--- config.mk ---
export PLATFORM = sky130hd
export DESIGN_NAME = drp_arbiter
export DESIGN_NICKNAME = d
export VERILOG_FILES = /design/src/rtl/drp_arbiter.sv
export SDC_FILE = /design/constraint.sdc
export NUM_CORES = 1
export LEC_CHECK = 0
export CAP_MARGIN = 0
export CORE_MARGIN = 2
export CORE_UTILIZATION = 38
export CTS_BUF_LIST = sky130_fd_sc_hd__clkbuf_16
export DETAILED_ROUTE_END_ITERATION = 12
export PLACE_DENSITY = 0.73
export SETUP_SLACK_MARGIN = 0.02
export SLEW_MARGIN = 10
export SYNTH_ARGS = -nofsm -noshare
export SYNTH_HDL_FRONTEND = slang
export SYNTH_SLANG_ARGS = --single-unit
--- constraint.sdc ---
create_clock -name dclk -period 5 [get_ports dclk]
set_input_delay 0.5 -clock dclk [delete_from_list [all_inputs] [get_ports dclk]]
set_output_delay 0.5 -clock dclk [all_outputs]
set_load 0.005 [all_outputs]
--- src/rtl/drp_arbiter.sv ---
// drp_arbiter: round-robin sharing of one GT DRP port between NUM_REQ PCS/PMA
// cores. Implements the drp_req/drp_gnt handshake, forwards the grantee's DRP
// access, routes the response back to that core only and bounds every access
// with a timeout so a hung DRP cannot lock a core out.
module drp_arbiter #(
  parameter int NUM_REQ = 2,
  parameter int TIMEOUT = 1024
) (
  input  logic                       dclk,
  input  logic                       areset,
  input  logic [NUM_REQ-1:0]         req,
  output logic [NUM_REQ-1:0]         gnt,
  input  logic [NUM_REQ-1:0]         den_i,
  input  logic [NUM_REQ-1:0]         dwe_i,
  input  logic [16*NUM_REQ-1:0]      daddr_i,
  input  logic [16*NUM_REQ-1:0]      di_i,
  output logic [NUM_REQ-1:0]         drdy_o,
  output logic [15:0]                drpdo_o,
  output logic                       gt_den,
  output logic                       gt_dwe,
  output logic [15:0]                gt_daddr,
  output logic [15:0]                gt_di,
  input  logic                       gt_drdy,
  input  logic [15:0]                gt_drpdo,
  output logic [$clog2(NUM_REQ)-1:0] owner,
  output logic                       busy,
  output logic [7:0]                 timeout_cnt
);

  localparam int OW = $clog2(NUM_REQ);
  localparam int TW = $clog2(TIMEOUT + 1);

  typedef enum logic [1:0] {IDLE, GRANT, ACCESS} state_t;

  state_t               state_reg, state_next;
  logic [OW-1:0]        owner_reg, owner_next;
  logic [NUM_REQ-1:0]   gnt_reg, gnt_next;
  logic [NUM_REQ-1:0]   drdy_reg, drdy_next;
  logic [15:0]          drpdo_reg, drpdo_next;
  logic                 gt_den_reg, gt_den_next;
  logic                 gt_dwe_reg, gt_dwe_next;
  logic [15:0]          gt_daddr_reg, gt_daddr_next;
  logic [15:0]          gt_di_reg, gt_di_next;
  logic [TW-1:0]        timer_reg, timer_next;
  logic [7:0]           tcnt_reg, tcnt_next;
  logic                 busy_reg;
  logic                 done;
  logic [OW-1:0]        winner;

  // Per-core views of the packed address/data buses
  logic [15:0] daddr_arr [NUM_REQ];
  logic [15:0] di_arr    [NUM_REQ];

  generate
    for (genvar gi = 0; gi < NUM_REQ; gi++) begin : g_unpack
      assign daddr_arr[gi] = daddr_i[16*gi +: 16];
      assign di_arr[gi]    = di_i[16*gi +: 16];
    end
  endgenerate

  // Round-robin winner: first active request after the last grantee
  always_comb begin
    logic [OW-1:0] cur;
    logic          found;
    winner = owner_reg;
    cur    = owner_reg;
    found  = 1'b0;
    for (int i = 0; i < NUM_REQ; i++) begin
      cur = (cur == OW'(NUM_REQ - 1)) ? '0 : cur + 1'b1;
      if (!found && req[cur]) begin
        winner = cur;
        found  = 1'b1;
      end
    end
  end

  // Next-state and next-output logic for the IDLE/GRANT/ACCESS handshake
  always_comb begin
    state_next    = state_reg;
    owner_next    = owner_reg;
    gnt_next      = gnt_reg;
    drdy_next     = '0;
    drpdo_next    = drpdo_reg;
    gt_den_next   = 1'b0;
    gt_dwe_next   = 1'b0;
    gt_daddr_next = gt_daddr_reg;
    gt_di_next    = gt_di_reg;
    timer_next    = timer_reg;
    tcnt_next     = tcnt_reg;
    done          = 1'b0;
    case (state_reg)
      IDLE: begin
        if (|req) begin
          owner_next       = winner;
          gnt_next         = '0;
          gnt_next[winner] = 1'b1;
          state_next       = GRANT;
        end
      end
      GRANT: begin
        // A strobe in the same cycle as the request drop still gets served
        if (den_i[owner_reg]) begin
          gt_den_next   = 1'b1;
          gt_dwe_next   = dwe_i[owner_reg];
          gt_daddr_next = daddr_arr[owner_reg];
          gt_di_next    = di_arr[owner_reg];
          timer_next    = '0;
          state_next    = ACCESS;
        end else if (!req[owner_reg]) begin
          gnt_next   = '0;
          state_next = IDLE;
        end
      end
      ACCESS: begin
        timer_next = timer_reg + 1'b1;
        if (gt_drdy) begin
          drpdo_next = gt_drpdo;
          done       = 1'b1;
        end else if (timer_reg == TW'(TIMEOUT - 1)) begin
          // Synthetic completion so the core never waits forever
          drpdo_next = 16'h0000;
          if (tcnt_reg != 8'hFF) tcnt_next = tcnt_reg + 8'd1;
          done       = 1'b1;
        end
        if (done) begin
          drdy_next[owner_reg] = 1'b1;
          if (req[owner_reg]) begin
            state_next = GRANT;
          end else begin
            gnt_next   = '0;
            state_next = IDLE;
          end
        end
      end
      default: begin
        gnt_next   = '0;
        state_next = IDLE;
      end
    endcase
  end

  // State and registered outputs; reset aborts any access without a response
  always_ff @(posedge dclk or posedge areset) begin
    if (areset) begin
      state_reg    <= IDLE;
      owner_reg    <= OW'(NUM_REQ - 1);
      gnt_reg      <= '0;
      drdy_reg     <= '0;
      drpdo_reg    <= '0;
      gt_den_reg   <= 1'b0;
      gt_dwe_reg   <= 1'b0;
      gt_daddr_reg <= '0;
      gt_di_reg    <= '0;
      timer_reg    <= '0;
      tcnt_reg     <= '0;
      busy_reg     <= 1'b0;
    end else begin
      state_reg    <= state_next;
      owner_reg    <= owner_next;
      gnt_reg      <= gnt_next;
      drdy_reg     <= drdy_next;
      drpdo_reg    <= drpdo_next;
      gt_den_reg   <= gt_den_next;
      gt_dwe_reg   <= gt_dwe_next;
      gt_daddr_reg <= gt_daddr_next;
      gt_di_reg    <= gt_di_next;
      timer_reg    <= timer_next;
      tcnt_reg     <= tcnt_next;
      busy_reg     <= (state_next != IDLE);
    end
  end

  assign gnt         = gnt_reg;
  assign drdy_o      = drdy_reg;
  assign drpdo_o     = drpdo_reg;
  assign gt_den      = gt_den_reg;
  assign gt_dwe      = gt_dwe_reg;
  assign gt_daddr    = gt_daddr_reg;
  assign gt_di       = gt_di_reg;
  assign owner       = owner_reg;
  assign busy        = busy_reg;
  assign timeout_cnt = tcnt_reg;

endmodule
; ---- Yosys cells after proc, flatten, opt, wreduce, memory -nomap -nowiden
; Cells that the tools add are included.
[op_classes]
n_reduce_logical = 15
muxes = 49
n_lt_le_gt_ge = 7
eq_ne = 8
add_sub_neg = 4
bitwise = 2
[ops]
columns = cell, count
row1 = 16-bit 2-to-1 mux, 8
row2 = 1-bit 2-to-1 mux, 25
row3 = 11-bit case mux with 2 select lines, 1
row4 = 2-bit 2-to-1 mux, 10
row5 = 2-bit case mux with 3 select lines, 2
row6 = "11-bit by 1-bit adder with 11-bit output, second input constant", 1
row7 = "11-bit by 10-bit equality test with 1-bit output, second input constant", 1
row8 = 11-bit 2-to-1 mux, 1
row9 = "8-bit by 1-bit adder with 8-bit output, second input constant", 1
row10 = "1-bit by 2-bit < comparator with 1-bit output, second input constant", 4
row11 = "2-bit inequality test, second input constant", 4
row12 = "8-bit inequality test, second input constant", 1
row13 = 2-bit AND reduction, 4
row14 = 2-bit nonzero test, 3
row15 = 4-bit AND reduction, 1
row16 = 1-bit logical AND, 3
row17 = 3-bit AND reduction, 1
row18 = "1-bit adder, second input constant", 2
row19 = 1-bit demux with 1-bit select, 2
row20 = "2-bit by 1-bit equality test with 1-bit output, second input constant", 1
row21 = "2-bit equality test, second input constant", 1
row22 = "1-bit >= comparator, second input constant", 2
row23 = "2-bit >= comparator, second input constant", 1
row24 = 2-bit zero test, 1
row25 = other kinds (4), 4
[totals]
wordCells = 97
ff_bits = 77

; ---- Logic depth before layout (Yosys ltp)
[logic_depth]
depth_word = 14
depth_mapped = 8

; ---- Least setup slack after synthesis
; OpenSTA, ideal clock, no wires.
[synth_timing]
path_kind = register -> register
start = register state_reg[1]
end = register timer_reg[9]
slack_ns = 2.910
stages_incl_launch_ff = 8
t_arrival_ns = 1.962
synth_period_minus_slack_ns = 2.090
path_cell_list = dfrtp_1 inv_1 ha_1 clkbuf_1 nor2_1 a2111oi_2 nand4_1 mux2_1
[synth_via]
elab_chain_len = 3
elab_cells_between_ends = 6
[synth_rtl]
columns = item, line_no
row1 = start: declaration, 35  ; state_t state_reg, state_next;
row2 = start signal: assignment, 158  ; state_reg <= state_next;
row3 = 2-bit by 1-bit equality test with 1-bit output / 2-bit equality test (equally long branches), 91  ; case (state_reg)
row4 = 2-bit inequality test (no line) / 2-bit nonzero test (equally long branches), n/a
row5 = 2-bit AND reduction (no line), n/a
row6 = end signal: assignment, 167  ; timer_reg <= timer_next;
row7 = end: declaration, 44  ; logic [TW-1:0] timer_reg, timer_next;
; Several ways; a longest one is shown, not always the timed one.
; A chain may end at the register's enable or synchronous reset.

; ---- Final worst setup path
[layout_timing]
start = register owner_reg, in the netlist owner
end = output port owner
[layout_rtl]
columns = item, line_no
row1 = start: declaration, 36  ; logic [OW-1:0] owner_reg, owner_next;
row2 = start signal: assignment, 146  ; owner_reg <= OW'(NUM_REQ - 1);
row3 = start signal: assignment, 159  ; owner_reg <= owner_next;
row4 = end: declaration, 25  ; output logic [$clog2(NUM_REQ)-1:0] owner,
; No word-level cell between the ends.

==> results.json <==
{
  "ys.flop_type": "dfrtp_1",
  "insertion_delay_ns": 0.33,
  "r2r_cells": 6,
  "syn_avg_cell_area_sq_um": 10.8,
  "worstPathMaxFanout": 40,
  "cts_hold_buf": 0,
  "cts_sinks": 77,
  "fp.dieH_um": 101,
  "fp-row-count": 35,
  "nFillCells": 798,
  "via_per_inst": 5.03,
  "cts_setup_buffers": 0,
  "synth_nets": 429,
  "clock_path_buffers": 2,
  "grt_start_max_net_pins": 78,
  "synthArstFlopShare_pct": 100,
  "fin_crit_ns": 2.52,
  "rsz0062_at_grt": "false",
  "path_class": "register to primary output",
  "place.gp.congestion": 0.821,
  "start_kind": "register",
  "io_pins": 153,
  "antennaDiodeCount": 0,
  "arrival_ns": 2.02,
  "htreeDepth": 3,
  "synth_warnings": 0,
  "hold_viol_final": 0,
  "route.detailed.drc": 0,
  "start_util_pct": 39.1,
  "pre_cts_ws_ns": 2.43,
  "worst_slack_ns": 2.48,
  "endpoint_kind": "primary output",
  "power.static_leakage_uw": 0.00252,
  "ys_types": 44,
  "drt-pass1-iter-count": 4,
  "yosys-mux-area-fraction_pct": 11.9,
  "grt_use_total_pct": 18.0,
  "dr.first_iter.drc_count": 108,
  "syn_area_sq_um": 3600,
  "synthCells": 334,
  "grt_pass1_wl_um": 14400,
  "portBuffers": 152,
  "path_clk_slew_ns": 0.06,
  "synth_compound_area_share_pct": 14.7,
  "hpwl_um": 6580,
  "tightest_slew_ns": 1.06,
  "regToRegSetupSlack_ns": 2.54,
  "clockRootBuffer": "clkbuf_16",
  "fin_skew_ns": 0.00823,
  "cap_viol_max_count": 0,
  "wl_um": 8900,
  "cts_resized": 0,
  "detail-route-antenna-nets": 0,
  "synthXorXnorAreaFrac_pct": 2.19,
  "grt_overflow_total": 0,
  "holdPathStages": 2,
  "grt_pass1_vias": 2908,
  "synth_top_family_by_area": "compound AO/OA/AOI/OAI gates",
  "r2r-end": "timer_reg[9]",
  "tritoncts": "done",
  "status": "complete, no violations",
  "layout.nets": 573,
  "synth_edf_count": 0,
  "tns_ns": 0,
  "hp-start": "gt_daddr[10]",
  "hp-class": "register to register",
  "antenna_found_initial": 0,
  "fmax_mhz": 398,
  "drive_gt1_share_pct": 6.00,
  "seqCellArea_sq_um": 1930,
  "cts_buffers": 9,
  "vdd_ir_drop_max_mv": 0.229,
  "multi_input_area_sq_um": 1540,
  "slew_violations": 0,
  "setup_viol": 0,
  "power_density_nw_per_um2": 521,
  "synth_simple_gate_area_share_pct": 11.8,
  "synth-seq-area-share_pct": 53.6,
  "routedWlPerCell_um": 15.0,
  "areaGrowthSynthToFinish_pct": 54.3,
  "startpoint": "owner",
  "synth_seq_cells": 77,
  "coreArea_sq_um": 9200,
  "die_width_um": 101,
  "reg2reg_from": "state_reg[1]",
  "timing.final.crit_share_pct": 50.3,
  "synth_fa_ha_area_share_pct": 2.09,
  "required_ns": 4.50,
  "via_count": 2988,
  "relSlewSlack_pct": 28.6,
  "dieArea_sq_um": 10300,
  "crit_end": "owner"
}
routing by layer:
| metal | part of all wire [%] | GRT usage (%) |
|---|---|---|
| met5 | 0 | 0 |
| met4 | 0.98 | 5.72 |
| met3 | 7.8 | 6.28 |
| met2 | 51 | 29.8 |
| met1 | 40 | 22.3 |
placed cells by master, fill, tap and decap left out, types with 2 or more instances in the layout:
master / netlist / routed
or4_1: 2 / 2
xnor2_1: 2 / 2
mux2_2: 3 / 3
mux2_1: 2 / 2
nor4_2: 3 / 3
o41ai_1: 2 / 2
a32o_1: 2 / 2
nand2b_1: 2 / 2
nand2_1: 47 / 46
inv_1: 12 / 11
a22o_1: 17 / 17
mux2i_1: 37 / 37
buf_4: 0 / 2
xor2_1: 7 / 7
ha_1: 6 / 6
nor2b_1: 2 / 2
o31ai_1: 2 / 2
nor2_1: 14 / 14
a21oi_1: 5 / 5
clkdlybuf4s50_1: 0 / 152
a31oi_1: 2 / 2
clkbuf_16: 0 / 9
nand3_1: 7 / 7
nor3_1: 5 / 5
a211oi_1: 4 / 4
bufinv_16: 0 / 4
clkinv_2: 0 / 2
a31o_1: 2 / 2
nand4_1: 2 / 2
o21ai_0: 34 / 34
dfrtp_1: 76 / 76
synth_stat cells, types with 2 or more instances:
cell type / number / area share (%)
a211oi_1: 4 / 0.83
a21oi_1: 5 / 0.70
a22o_1: 17 / 4.1
a31o_1: 2 / 0.49
a31oi_1: 2 / 0.35
a32o_1: 2 / 0.56
buf_1: 2 / 0.21
buf_2: 2 / 0.28
clkbuf_1: 16 / 1.7
dfrtp_1: 76 / 53
ha_1: 6 / 2.1
inv_1: 12 / 1.3
mux2_1: 2 / 0.63
mux2_2: 3 / 0.94
mux2i_1: 37 / 10
nand2_1: 47 / 4.9
nand2b_1: 2 / 0.35
nand3_1: 7 / 0.97
nand4_1: 2 / 0.35
nor2_1: 14 / 1.5
nor2b_1: 2 / 0.35
nor3_1: 5 / 0.70
nor4_2: 3 / 1.0
o21ai_0: 34 / 4.7
o31ai_1: 2 / 0.42
o41ai_1: 2 / 0.49
or4_1: 2 / 0.42
xnor2_1: 2 / 0.49
xor2_1: 7 / 1.7
cells by family (layout without fill, tap and decap cells):
group,after synthesis,count (layout)
xor gates and xnor gates,9,9
adders and majority gates,6,6
muxes,42,42
AOI/OAI and AO/OA,78,78
DFF,77,77
and+or+nand+nor,89,89
buffers and inverters,33,182
through the flow:
step / power, uW / util [%] / hold slack (ns) / cell area, sq um / instances
2_1_floorplan: 1530 / - / 0.473 / 3600 / 334
3_3_place_gp: 2100 / 56.4 / 0.462 / 5190 / 578
3_5_place_dp: 2130 / 56.4 / 0.469 / 5190 / 578
4_1_cts: 2930 / 60.4 / 0.482 / 5550 / 594
5_1_grt: 3100 / 60.4 / 0.507 / 5550 / 594
6_report: 2890 / 60.4 / 0.475 / 5550 / 594
worst min-delay path by stage:
stage / end / slack, ns
finish: gt_daddr[10] / 0.47
detailed placement: gt_daddr[15] / 0.47
global placement: gt_di[11] / 0.46
global route: gt_di[13] / 0.51
CTS: gt_daddr[10] / 0.48
floorplan: gt_daddr[0] / 0.47
layout make-up:
| cell class | count | area share [%] |
|---|---|---|
| sequential | 77 | 34.7 |
| inverter | 12 | 0.834 |
| clock inverter | 7 | 2.48 |
| timing repair buffer | 154 | 27.7 |
| clock buffer | 9 | 4.06 |
| tap | 111 | 2.50 |
| multi-input combinational | 224 | 27.7 |
critical path: stages, from the launching register on:
cell             delay (ns)
dfstp_2                0.55
buf_4                  0.50
clkdlybuf4s50_1        0.63
where the power goes:
part           switching, uW  total (uW)  leakage, uW  internal [uW]
Combinational            499        1150      0.00135            646
Sequential               118         962     0.000991            844
Clock                    246         783     0.000177            536
Power figures use the tool's default switching activity.
